File: src/rtl/pcie_tl_tx_arbiter.sv
// Credit-gated P/NP/CPL round-robin arbiter onto the 256-bit TL transmit path.
// Define PCIE_TX_ARB_CPL_PRIO_EN to give eligible completions strict priority.
module pcie_tl_tx_arbiter #(
  parameter int DATA_WIDTH = 256,
  parameter int LEN_WIDTH  = 11,
  parameter int HDR_CRD_W  = 8,
  parameter int DATA_CRD_W = 12
) (
  input  logic                    clk,
  input  logic                    rst_n,
  input  logic                    fc_init_valid,
  input  logic [3*HDR_CRD_W-1:0]  fc_init_hdr,
  input  logic [3*DATA_CRD_W-1:0] fc_init_data,
  input  logic                    fc_upd_valid,
  input  logic [1:0]              fc_upd_class,
  input  logic [HDR_CRD_W-1:0]    fc_upd_hdr,
  input  logic [DATA_CRD_W-1:0]   fc_upd_data,
  input  logic [2:0]              src_valid,
  input  logic [3*DATA_WIDTH-1:0] src_data,
  input  logic [2:0]              src_last,
  input  logic [3*LEN_WIDTH-1:0]  src_len_dw,
  output logic [2:0]              src_ready,
  output logic                    tx_valid,
  output logic [DATA_WIDTH-1:0]   tx_data,
  output logic                    tx_last,
  input  logic                    tx_ready,
  output logic [1:0]              tx_class,
  output logic                    fc_err
);

  typedef enum logic [1:0] {IDLE, ARB, XFER} state_t;
  typedef logic [LEN_WIDTH:0]  len_t;
  typedef logic [HDR_CRD_W:0]  hcnt_t;
  typedef logic [DATA_CRD_W:0] dcnt_t;

  state_t                state;
  logic [1:0]            gnt;
  logic [1:0]            ptr;
  logic [HDR_CRD_W-1:0]  hdr_av [3];
  logic [DATA_CRD_W-1:0] data_av [3];
  logic [2:0]            inf_hdr;
  logic [2:0]            inf_data;
  len_t                  len_up [3];
  logic [DATA_CRD_W-1:0] need [3];
  logic [2:0]            elig;
  logic                  pick_vld;
  logic [1:0]            pick;
  logic [1:0]            ptr_nxt;
  logic [1:0]            c0;
  logic [1:0]            c1;
  logic                  grant;
  hcnt_t                 hdr_nxt [3];
  dcnt_t                 data_nxt [3];
  logic [2:0]            sat;

  function automatic logic [1:0] nxt(input logic [1:0] c);
    return (c == 2'd2) ? 2'd0 : c + 2'd1;
  endfunction

  always_comb begin
    for (int c = 0; c < 3; c++) begin
      len_up[c] = ({1'b0, src_len_dw[c*LEN_WIDTH +: LEN_WIDTH]} + len_t'(3)) >> 2;
      need[c]   = DATA_CRD_W'(len_up[c]);
      elig[c]   = src_valid[c]
                  && (inf_hdr[c] || hdr_av[c] != '0)
                  && (inf_data[c] || data_av[c] >= need[c]);
    end
  end

  always_comb begin
    pick_vld = |elig;
`ifdef PCIE_TX_ARB_CPL_PRIO_EN
    c0 = (ptr == 2'd1) ? 2'd1 : 2'd0;
    c1 = c0 ^ 2'd1;
    if (elig[2])       pick = 2'd2;
    else if (elig[c0]) pick = c0;
    else               pick = c1;
    // completions never move the P/NP pointer
    ptr_nxt = elig[2] ? ptr : {1'b0, ~pick[0]};
`else
    c0 = ptr;
    c1 = nxt(ptr);
    if (elig[c0])      pick = c0;
    else if (elig[c1]) pick = c1;
    else               pick = nxt(c1);
    ptr_nxt = nxt(pick);
`endif
  end

  assign grant = (state == ARB) && pick_vld;

  // return and deduction net out in one step; the extra MSB flags overflow
  always_comb begin
    for (int c = 0; c < 3; c++) begin
      hdr_nxt[c]  = {1'b0, hdr_av[c]};
      data_nxt[c] = {1'b0, data_av[c]};
      if (fc_upd_valid && fc_upd_class == 2'(c)) begin
        hdr_nxt[c]  = hdr_nxt[c] + {1'b0, fc_upd_hdr};
        data_nxt[c] = data_nxt[c] + {1'b0, fc_upd_data};
      end
      if (grant && pick == 2'(c)) begin
        hdr_nxt[c]  = hdr_nxt[c] - hcnt_t'(1);
        data_nxt[c] = data_nxt[c] - {1'b0, need[c]};
      end
      sat[c] = (!inf_hdr[c] && hdr_nxt[c][HDR_CRD_W])
               || (!inf_data[c] && data_nxt[c][DATA_CRD_W]);
    end
  end

  always_ff @(posedge clk or negedge rst_n) begin
    if (!rst_n) begin
      state    <= IDLE;
      gnt      <= '0;
      ptr      <= '0;
      inf_hdr  <= '0;
      inf_data <= '0;
      fc_err   <= 1'b0;
      for (int c = 0; c < 3; c++) begin
        hdr_av[c]  <= '0;
        data_av[c] <= '0;
      end
    end else begin
      unique case (state)
        IDLE: if (fc_init_valid) state <= ARB;
        ARB: if (grant) begin
          gnt   <= pick;
          ptr   <= ptr_nxt;
          state <= XFER;
        end
        XFER: if (tx_valid && tx_ready && tx_last) state <= ARB;
        default: state <= IDLE;
      endcase
      for (int c = 0; c < 3; c++) begin
        if (fc_init_valid) begin
          hdr_av[c]   <= fc_init_hdr[c*HDR_CRD_W +: HDR_CRD_W];
          data_av[c]  <= fc_init_data[c*DATA_CRD_W +: DATA_CRD_W];
          inf_hdr[c]  <= fc_init_hdr[c*HDR_CRD_W +: HDR_CRD_W] == '0;
          inf_data[c] <= fc_init_data[c*DATA_CRD_W +: DATA_CRD_W] == '0;
        end else begin
          if (!inf_hdr[c])
            hdr_av[c] <= hdr_nxt[c][HDR_CRD_W] ? '1
                         : hdr_nxt[c][HDR_CRD_W-1:0];
          if (!inf_data[c])
            data_av[c] <= data_nxt[c][DATA_CRD_W] ? '1
                          : data_nxt[c][DATA_CRD_W-1:0];
        end
      end
      if (!fc_init_valid && |sat) fc_err <= 1'b1;
    end
  end

  always_comb begin
    tx_valid  = 1'b0;
    tx_data   = '0;
    tx_last   = 1'b0;
    src_ready = '0;
    if (state == XFER) begin
      tx_valid       = src_valid[gnt];
      tx_data        = src_data[int'(gnt)*DATA_WIDTH +: DATA_WIDTH];
      tx_last        = src_last[gnt];
      src_ready[gnt] = tx_ready;
    end
  end

  assign tx_class = gnt;

endmodule

File: config.mk
export PLATFORM = sky130hd
export DESIGN_NAME = pcie_tl_tx_arbiter
export DESIGN_NICKNAME = d
export VERILOG_FILES = /design/src/rtl/pcie_tl_tx_arbiter.sv
export SDC_FILE = /design/constraint.sdc
export NUM_CORES = 1
export LEC_CHECK = 0
export BUFFER_PORTS_ARGS = -buffer_cell sky130_fd_sc_hd__buf_2
export CAP_MARGIN = 0
export CORE_AREA = 10 10 444 446
export CTS_BUF_LIST = sky130_fd_sc_hd__clkbuf_8
export DETAILED_ROUTE_END_ITERATION = 8
export DIE_AREA = 0 0 454 456
export PLACE_DENSITY = 0.3
export SETUP_SLACK_MARGIN = 0.4
export SLEW_MARGIN = 20
export SYNTH_ARGS = -nofsm -noshare
export SYNTH_HDL_FRONTEND = slang
export SYNTH_SLANG_ARGS = --single-unit
export TNS_END_PERCENT = 5
File: constraint.sdc
create_clock -name clk -period 7.3 [get_ports clk]
set_input_delay 1.095 -clock clk [delete_from_list [all_inputs] [get_ports clk]]
set_output_delay 1.095 -clock clk [all_outputs]
set_load 0.01 [all_outputs]
==> results of run 1 <==
==> state kept, by name, indices dropped and copies added, names as in the netlist <==
register  cells
fc_err        1
c0            2
tx_class      2
state         2
inf_data      3
hdr_av       24
data_av      36
inf_hdr       3
==> critical path: cells and delay by family <==
| kind | cells | cell delay [ns] |
|---|---|---|
| AOI/OAI and AO/OA | 8 | 2.12 |
| adders and majority gates | 4 | 1.42 |
| and+or+nand+nor | 2 | 0.53 |
| buffers and inverters | 2 | 0.39 |
| xor gates and xnor gates | 2 | 0.32 |
==> where the power goes <==
part | switching (uW) | internal (uW) | total, uW | leakage, uW
Combinational | 4320 | 1850 | 6170 | 0.0110
Clock | 224 | 157 | 382 | 0.0000919
Sequential | 220 | 483 | 703 | 0.000889
==> metrics by stage <==
stage          setup slack [ns]  area, sq um  hold WS [ns]  total power (uW)
2_1_floorplan              2.29        16800         0.482              3690
3_3_place_gp               1.28        25500         0.538              7020
3_5_place_dp               1.24        25500         0.553              7000
4_1_cts                    1.70        25700         0.573              7400
5_1_grt                    1.44        25800         0.593              7700
6_report                   1.70        25900         0.561              7260
==> cells in the mapped netlist, drive strengths merged, types with 17 or more instances <==
cell type	instances	share of area, %
nor2	607	14
a21oi	344	10
mux2i	287	17
nand2	138	3.1
clkbuf	123	2.7
o21ai	121	3.6
ha	111	8.3
dfrtp	73	11
xnor2	66	3.4
inv	62	1.4
buf	45	1.1
xor2	45	2.3
nand2b	43	1.6
nand3	41	1.2
o31ai	36	1.6
nor3	32	1.0
nand4	26	0.97
nor4	26	1.1
and3	24	0.92
a21o	22	0.98
a211oi	17	0.79
==> cell families after synthesis <==
kind of cell | count (synthesis) | synth area share (%)
AO/OA/AOI/OAI | 672 | 23.8
XOR/XNOR | 111 | 5.78
adder cells (fa/ha/maj) | 126 | 9.68
flip-flops | 73 | 10.9
AND/OR/NAND/NOR | 1019 | 27.2
multiplexers | 293 | 17.5
buffers and inverters | 230 | 5.25
==> final cells by class <==
type	instances	area [sq um]	share of cell area, %
inverters	62	233	0.898
repair buffers	1191	6140	23.7
clock inverters	7	71.3	0.275
multi-input cells	2221	14100	54.6
flip-flops and latches	73	1830	7.08
clock buffers	9	124	0.478
diodes	104	260	1.00
well taps	2495	3120	12.0
==> metal layers <==
metal | routed length, um | global-route usage [%] | share of wire (%) | vias to the layer above
li1 | - | - | - | 11147
met4 | 15300 | 10.6 | 6.6 | 50
met5 | 339 | 0 | 0.15 | -
met1 | 91200 | 24.4 | 39 | 11963
met2 | 112000 | 36.7 | 48 | 1272
met3 | 13700 | 4.54 | 5.9 | 491
==> worst min-delay path by stage <==
stage | from | slack (ns) | endpoint
6_report | state[0]$_DFFE_PN0P_ | 0.56 | state[0]$_DFFE_PN0P_
5_1_grt | state[0]$_DFFE_PN0P_ | 0.59 | state[0]$_DFFE_PN0P_
4_1_cts | state[0]$_DFFE_PN0P_ | 0.57 | state[0]$_DFFE_PN0P_
3_5_place_dp | state[0]$_DFFE_PN0P_ | 0.55 | state[0]$_DFFE_PN0P_
3_3_place_gp | state[0]$_DFFE_PN0P_ | 0.54 | state[0]$_DFFE_PN0P_
2_1_floorplan | state[0]$_DFFE_PN0P_ | 0.48 | state[0]$_DFFE_PN0P_
==> out/metrics.yaml, run 1 <==
grt:
  grtUsageTotal_pct: 21.2
  antenna_found_initial: 256
  grt_overflow_total: 0
  first_global_vias: 23901
  grt_max_degree: 130
  grt_pass1_wl_um: 284000
worst_hold_path:
  min_path_cells: 1
  worstHoldPathType: "flip-flop to flip-flop"
pwr:
  p_leak_uw: 0.0119
  vdd_drop_max_mv: 0.242
  powerDensity_mw_per_mm2: 280
synth:
  syn_inst: 2524
  synth-warning-count: 0
  avgSynthCellArea_sq_um: 6.66
  synth.distinct_cells: 92
  synth_area_sq_mm: 0.0168
  synth_edf_count: 0
  syn-num-nets: 3538
  synth_ff_type: "dfrtp_1"
  synth-async-reset-ratio_pct: 100
  ys_seq_elements: 73
  yosysSeqAreaShare_pct: 10.9
finish:
  num-nets-final: 4572
  final_util_pct: 13.8
  final_common_cell: "buf_2"
  syn_to_final_growth_pct: 54.1
  num-fill-cells: 22176
  drive_above_1_share_pct: 34.9
  layout_common_cells: "1156 x buf_2, 606 x nor2_1, 343 x a21oi_1, 287 x mux2i_1, 137 x nand2_1"
  final_cell_count_no_fill: 6162
setup_path:
  worst_setup_path_start_kind: "input port"
  required_ns: 7.58
  path_max_fanout: 11
  path_cells: "buf_2 > ha_1 > fa_1 > a21o_1 > a21oi_1 > xnor2_1 > o21ai_0 > ha_1 > a21boi_0 > or2_2 > maj3_1 > a221oi_1 > o31ai_1 > nand4bb_1 > xor2_1 > buf_4 > a221oi_1 > a41oi_2"
  r2r-start: "data_av[24]$_DFFE_PN0P_"
  rr_endpoint: "fc_err$_DFFE_PN0P_"
  worstSetupEndpoint: "fc_err$_DFFE_PN0P_"
  critPathLaunch: "fc_upd_data[0]"
  end_kind: "flip-flop"
  crit_arrival_ns: 5.88
  worstSetupPathType: "input port to flip-flop"
  slowest_stage: "a221oi_1"
  r2r_cells: 17
  critical_path.max_stage_delay_ns: 0.62
  reg2reg_setup_slack_ns: 2.18
placement:
  portBuffers: 1157
  placed_cells: 6042
  gp_congestion: 1.01
  hpwlAfterDp_um: 211000
cts:
  cts_resized: 0
  cts_setup_buffers: 0
  cts_buffer_depth: 2
  root_buffer: "clkbuf_8"
  cts.clk_slew.worst_paths_ns: 0.10
  clkLatencyLatePin_ns: 0.43
  htreeDepth: 3
  clock-sinks: 73
  cts_made_buffers: 9
  cts_tree: "done"
  cts_hold_buf: 0
routing:
  drt_first_pass_iters: 5
  ant_nets: 0
  wirelength_um: 233000
  viasPerCell: 4.04
  wl_per_cell_um: 37.8
  vias: 24923
  drc_errors: 0
  drt-initial-drc-count: 2006
floorplan:
  num_io_pins: 1158
  fp.dieW_um: 454
  fp-row-count: 159
  dieArea_sq_mm: 0.207
  core-area_sq_mm: 0.188
  dieHeight_um: 456
  initial_utilization_pct: 8.97
timing:
  finalCritPeriodShare_pct: 76.6
  setup_viol: 0
  rsz0062_at_grt: "no"
  max_freq_mhz: 179
  relSlewSlack_pct: 36.4
  hold_viol: 0
  fin_tns_setup_ns: 0
  report.final.slew_viol_count: 0
  final.min_clock_period_ns: 5.60
  finalClockSkew_ns: 0.0212
  tightest_slew_ns: 0.951
run:
  max-cap-violations: 0
status:
  status: "finished, final reports clean"
(Power assumes the default switching activity.)
==> run 2, diff against run 1 <==
--- a/config.mk
+++ b/config.mk
@@ -5,12 +5,13 @@
 export SDC_FILE = /design/constraint.sdc
 export NUM_CORES = 1
 export LEC_CHECK = 0
+export ABC_AREA = 1
 export BUFFER_PORTS_ARGS = -buffer_cell sky130_fd_sc_hd__buf_2
 export CAP_MARGIN = 0
-export CORE_AREA = 10 10 444 446
+export CORE_AREA = 10 10 437 439
 export CTS_BUF_LIST = sky130_fd_sc_hd__clkbuf_8
 export DETAILED_ROUTE_END_ITERATION = 8
-export DIE_AREA = 0 0 454 456
+export DIE_AREA = 0 0 447 449
 export PLACE_DENSITY = 0.3
 export SETUP_SLACK_MARGIN = 0.4
 export SLEW_MARGIN = 20
==> constraint.sdc (replaced) <==
create_clock -name clk -period 4.79 [get_ports clk]
set_input_delay 0.7185 -clock clk [delete_from_list [all_inputs] [get_ports clk]]
set_output_delay 0.7185 -clock clk [all_outputs]
set_load 0.01 [all_outputs]
==> run 2 against run 1 <==
Net effect:
- wire length grew 3.8%
- setup slack got worse by 1.1 ns
- register-to-register slack got worse by 1.4 ns
- core utilization up 1.1 points
- total power is 94% higher
- non-clock buffer count grew 34
- sequential power is 44% higher
- design area up 4.7%
- combinational power rose by 100%
- critical endpoint is now tx_data[42]
- largest power group unchanged
==> out/metrics.yaml, run 2 <==
finish:
  layout_common_cells: "1287 x nand2_1, 1157 x buf_2, 637 x nand3_1, 483 x inv_1, 155 x o21ai_0"
  final-seq-area_sq_mm: 0.00183
  num-fill-cells: 21949
  largest_register_ffs: 36
  top_regs: "data_av (36), hdr_av (24)"
  drive_above_1_share_pct: 28.9
  final_common_cell: "nand2_1"
  final_util_pct: 14.9
  regMostFlops: "data_av"
  num-nets-final: 5540
  syn_to_final_growth_pct: 51.0
  multi_input_area_sq_mm: 0.0136
routing:
  viasPerCell: 4.19
  drc_errors: 0
  drt-initial-drc-count: 2761
  wirelength_um: 242000
  drt_first_pass_iters: 6
  ant_nets: 0
  wl_per_cell_um: 34.7
  vias: 29192
setup_path:
  worstSetupEndpoint: "tx_data[42]"
  end_kind: "primary output"
  worstSetupPathType: "flip-flop to primary output"
  path_max_fanout: 48
  required_ns: 4.07
  r2r-start: "data_av[0]$_DFFE_PN0P_"
  rr_endpoint: "data_av[10]$_DFFE_PN0P_"
  worst_setup_path_start_kind: "flip-flop"
  reg2reg_setup_slack_ns: 0.75
  r2r_cells: 17
  crit_arrival_ns: 3.46
  critPathLaunch: "tx_class[0]$_DFFE_PN0P_"
run:
  max-cap-violations: 0
cts:
  cts_buffer_depth: 2
  clock-sinks: 73
  cts_hold_buf: 0
  htreeDepth: 3
  clkLatencyLatePin_ns: 0.44
  root_buffer: "clkbuf_8"
  cts_made_buffers: 9
  cts.clk_slew.worst_paths_ns: 0.10
  cts_tree: "done"
placement:
  hpwlAfterDp_um: 222000
  portBuffers: 1157
  gp_congestion: 0.996
status:
  status: "finished, final reports clean"
synth:
  synth-warning-count: 0
  synth_edf_count: 0
  synth_area_sq_mm: 0.0180
  avgSynthCellArea_sq_um: 5.18
  muxShareOfSynthArea_pct: 0
  synth.most_common_cell: "nand2_1"
  synth-async-reset-ratio_pct: 100
  synth_top_family_by_area: "simple AND/OR/NAND/NOR gates"
  yosys-top-cells-area: "nand2_1 27%, nand3_1 18%, dfrtp_1 10%"
  synth_fa_ha_area_share_pct: 8.73
  synth_ff_type: "dfrtp_1"
  synth_common_cells: "1287 x nand2_1, 637 x nand3_1, 482 x inv_1"
  yosysTopAreaCellShare_pct: 26.9
  ys_seq_elements: 73
  synth_compound_area_share_pct: 10.9
  synth_xor_area_share_pct: 3.75
  synth_top_area_cell: "nand2_1"
  syn-num-nets: 4481
  yosysSeqAreaShare_pct: 10.2
  syn_inst: 3467
  synthSimpleGateAreaFrac_pct: 52.0
  synth.distinct_cells: 57
grt:
  grt_pass1_wl_um: 301000
  grt_overflow_total: 0
  grt_max_degree: 107
  antenna_found_initial: 216
  grtUsageTotal_pct: 22.8
  first_global_vias: 27854
floorplan:
  num_io_pins: 1158
  fp.dieW_um: 447
  fp-row-count: 157
  dieArea_sq_mm: 0.201
  initial_utilization_pct: 9.86
  dieHeight_um: 449
  core-area_sq_mm: 0.182
timing:
  max_freq_mhz: 239
  finalClockSkew_ns: 0.0196
  rsz0062_at_grt: "no"
  hold_viol: 0
  relSlewSlack_pct: 35.4
  tightest_slew_ns: 0.961
  final.min_clock_period_ns: 4.18
  report.final.slew_viol_count: 0
  fin_tns_setup_ns: 0
  finalCritPeriodShare_pct: 87.2
  holdWs_ns: 0.335
  setup_viol: 0
pwr:
  vdd_drop_max_mv: 0.195
  powerDensity_mw_per_mm2: 519
  p_leak_uw: 0.0160
  total_power_uw: 14100
worst_hold_path:
  worstHoldPathType: "input port to async pin"
-- run 2: cell count changes in the layout (fill, tap and decap cells not counted), moves of 28 or more --
cell / previous run / this run
nand2b_1: 42 / 0
o31ai_1: 36 / 8
inv_1: 61 / 483
xnor2_1: 66 / 26
o21ai_0: 59 / 155
nand3_1: 41 / 637
mux2i_1: 287 / 0
nand2_1: 137 / 1287
a21oi_1: 343 / 82
nor2_1: 606 / 132
diode_2: 104 / 56
o21ai_1: 62 / 31
-- run 2: routing by layer --
metal / global-route usage (%) / part of all wire (%) / wire length, um / vias up
li1: - / - / - / 13277
met1: 25.9 / 38 / 92700 / 14008
met2: 38.8 / 47 / 115000 / 1368
met3: 6.05 / 7.2 / 17400 / 461
met4: 12.0 / 6.9 / 16800 / 78
met5: 0 / 0.20 / 476 / -
-- run 2: logic make-up after synthesis --
kind of cell | Yosys count
buf+inv | 672
xor+xnor | 77
flops | 73
fa+ha+maj | 120
simple gates | 2174
compound gates | 351
-- run 2: worst min path at each step --
stage	cells after the start	endpoint	startpoint
4_1_cts	1	data_av[24]$_DFFE_PN0P_	rst_n
3_3_place_gp	1	state[0]$_DFFE_PN0P_	state[1]$_DFFE_PN0P_
2_1_floorplan	0	c0[0]$_DFFE_PN0P_	rst_n
3_5_place_dp	1	state[0]$_DFFE_PN0P_	state[1]$_DFFE_PN0P_
5_1_grt	1	data_av[24]$_DFFE_PN0P_	rst_n
6_report	1	data_av[24]$_DFFE_PN0P_	rst_n
-- run 2: critical path, cell delays in order, from the launching register on --
cell and delay, ns:
dfrtp_4 0.75, buf_4 0.54, buf_4 0.63, nand3_1 0.16, nand3_1 0.39, nand2_1 0.13
inv_1 0.07, buf_2 0.25
-- run 2: repair_timing --
item | in CTS | in global routing
buffers inserted | 0 | 2
setup endpoints to repair | 0 | 11
gates resized for setup | 0 | 1
-- run 2: layout make-up --
cell class                      count  share of cell area (%)
Inverter                          495                    6.93
Tap cell                         2385                    11.0
Multi-Input combinational cell   2722                    50.0
Clock inverter                      7                   0.346
Clock buffer                        9                   0.456
Sequential cell                    73                    6.74
Timing Repair Buffer             1225                    24.0
Antenna cell                       56                   0.516
-- run 2: metrics by stage --
step / area (sq um) / setup slack (ns) / std cells
final: 27100 / 0.615 / 6972
after detailed placement: 26800 / 0.285 / 6898
after global placement: 26800 / 0.0720 / 6898
after global routing: 27100 / 0.450 / 6944
after CTS: 27000 / 0.620 / 6914
after floorplan: 18000 / 0.827 / 3467
-- run 2: power breakdown --
group | internal (uW) | switching (uW) | leakage (uW)
Combinational | 3170 | 9270 | 0.0150
Clock | 293 | 329 | 0.000111
Sequential | 749 | 262 | 0.000834
Total | 4210 | 9860 | 0.0160
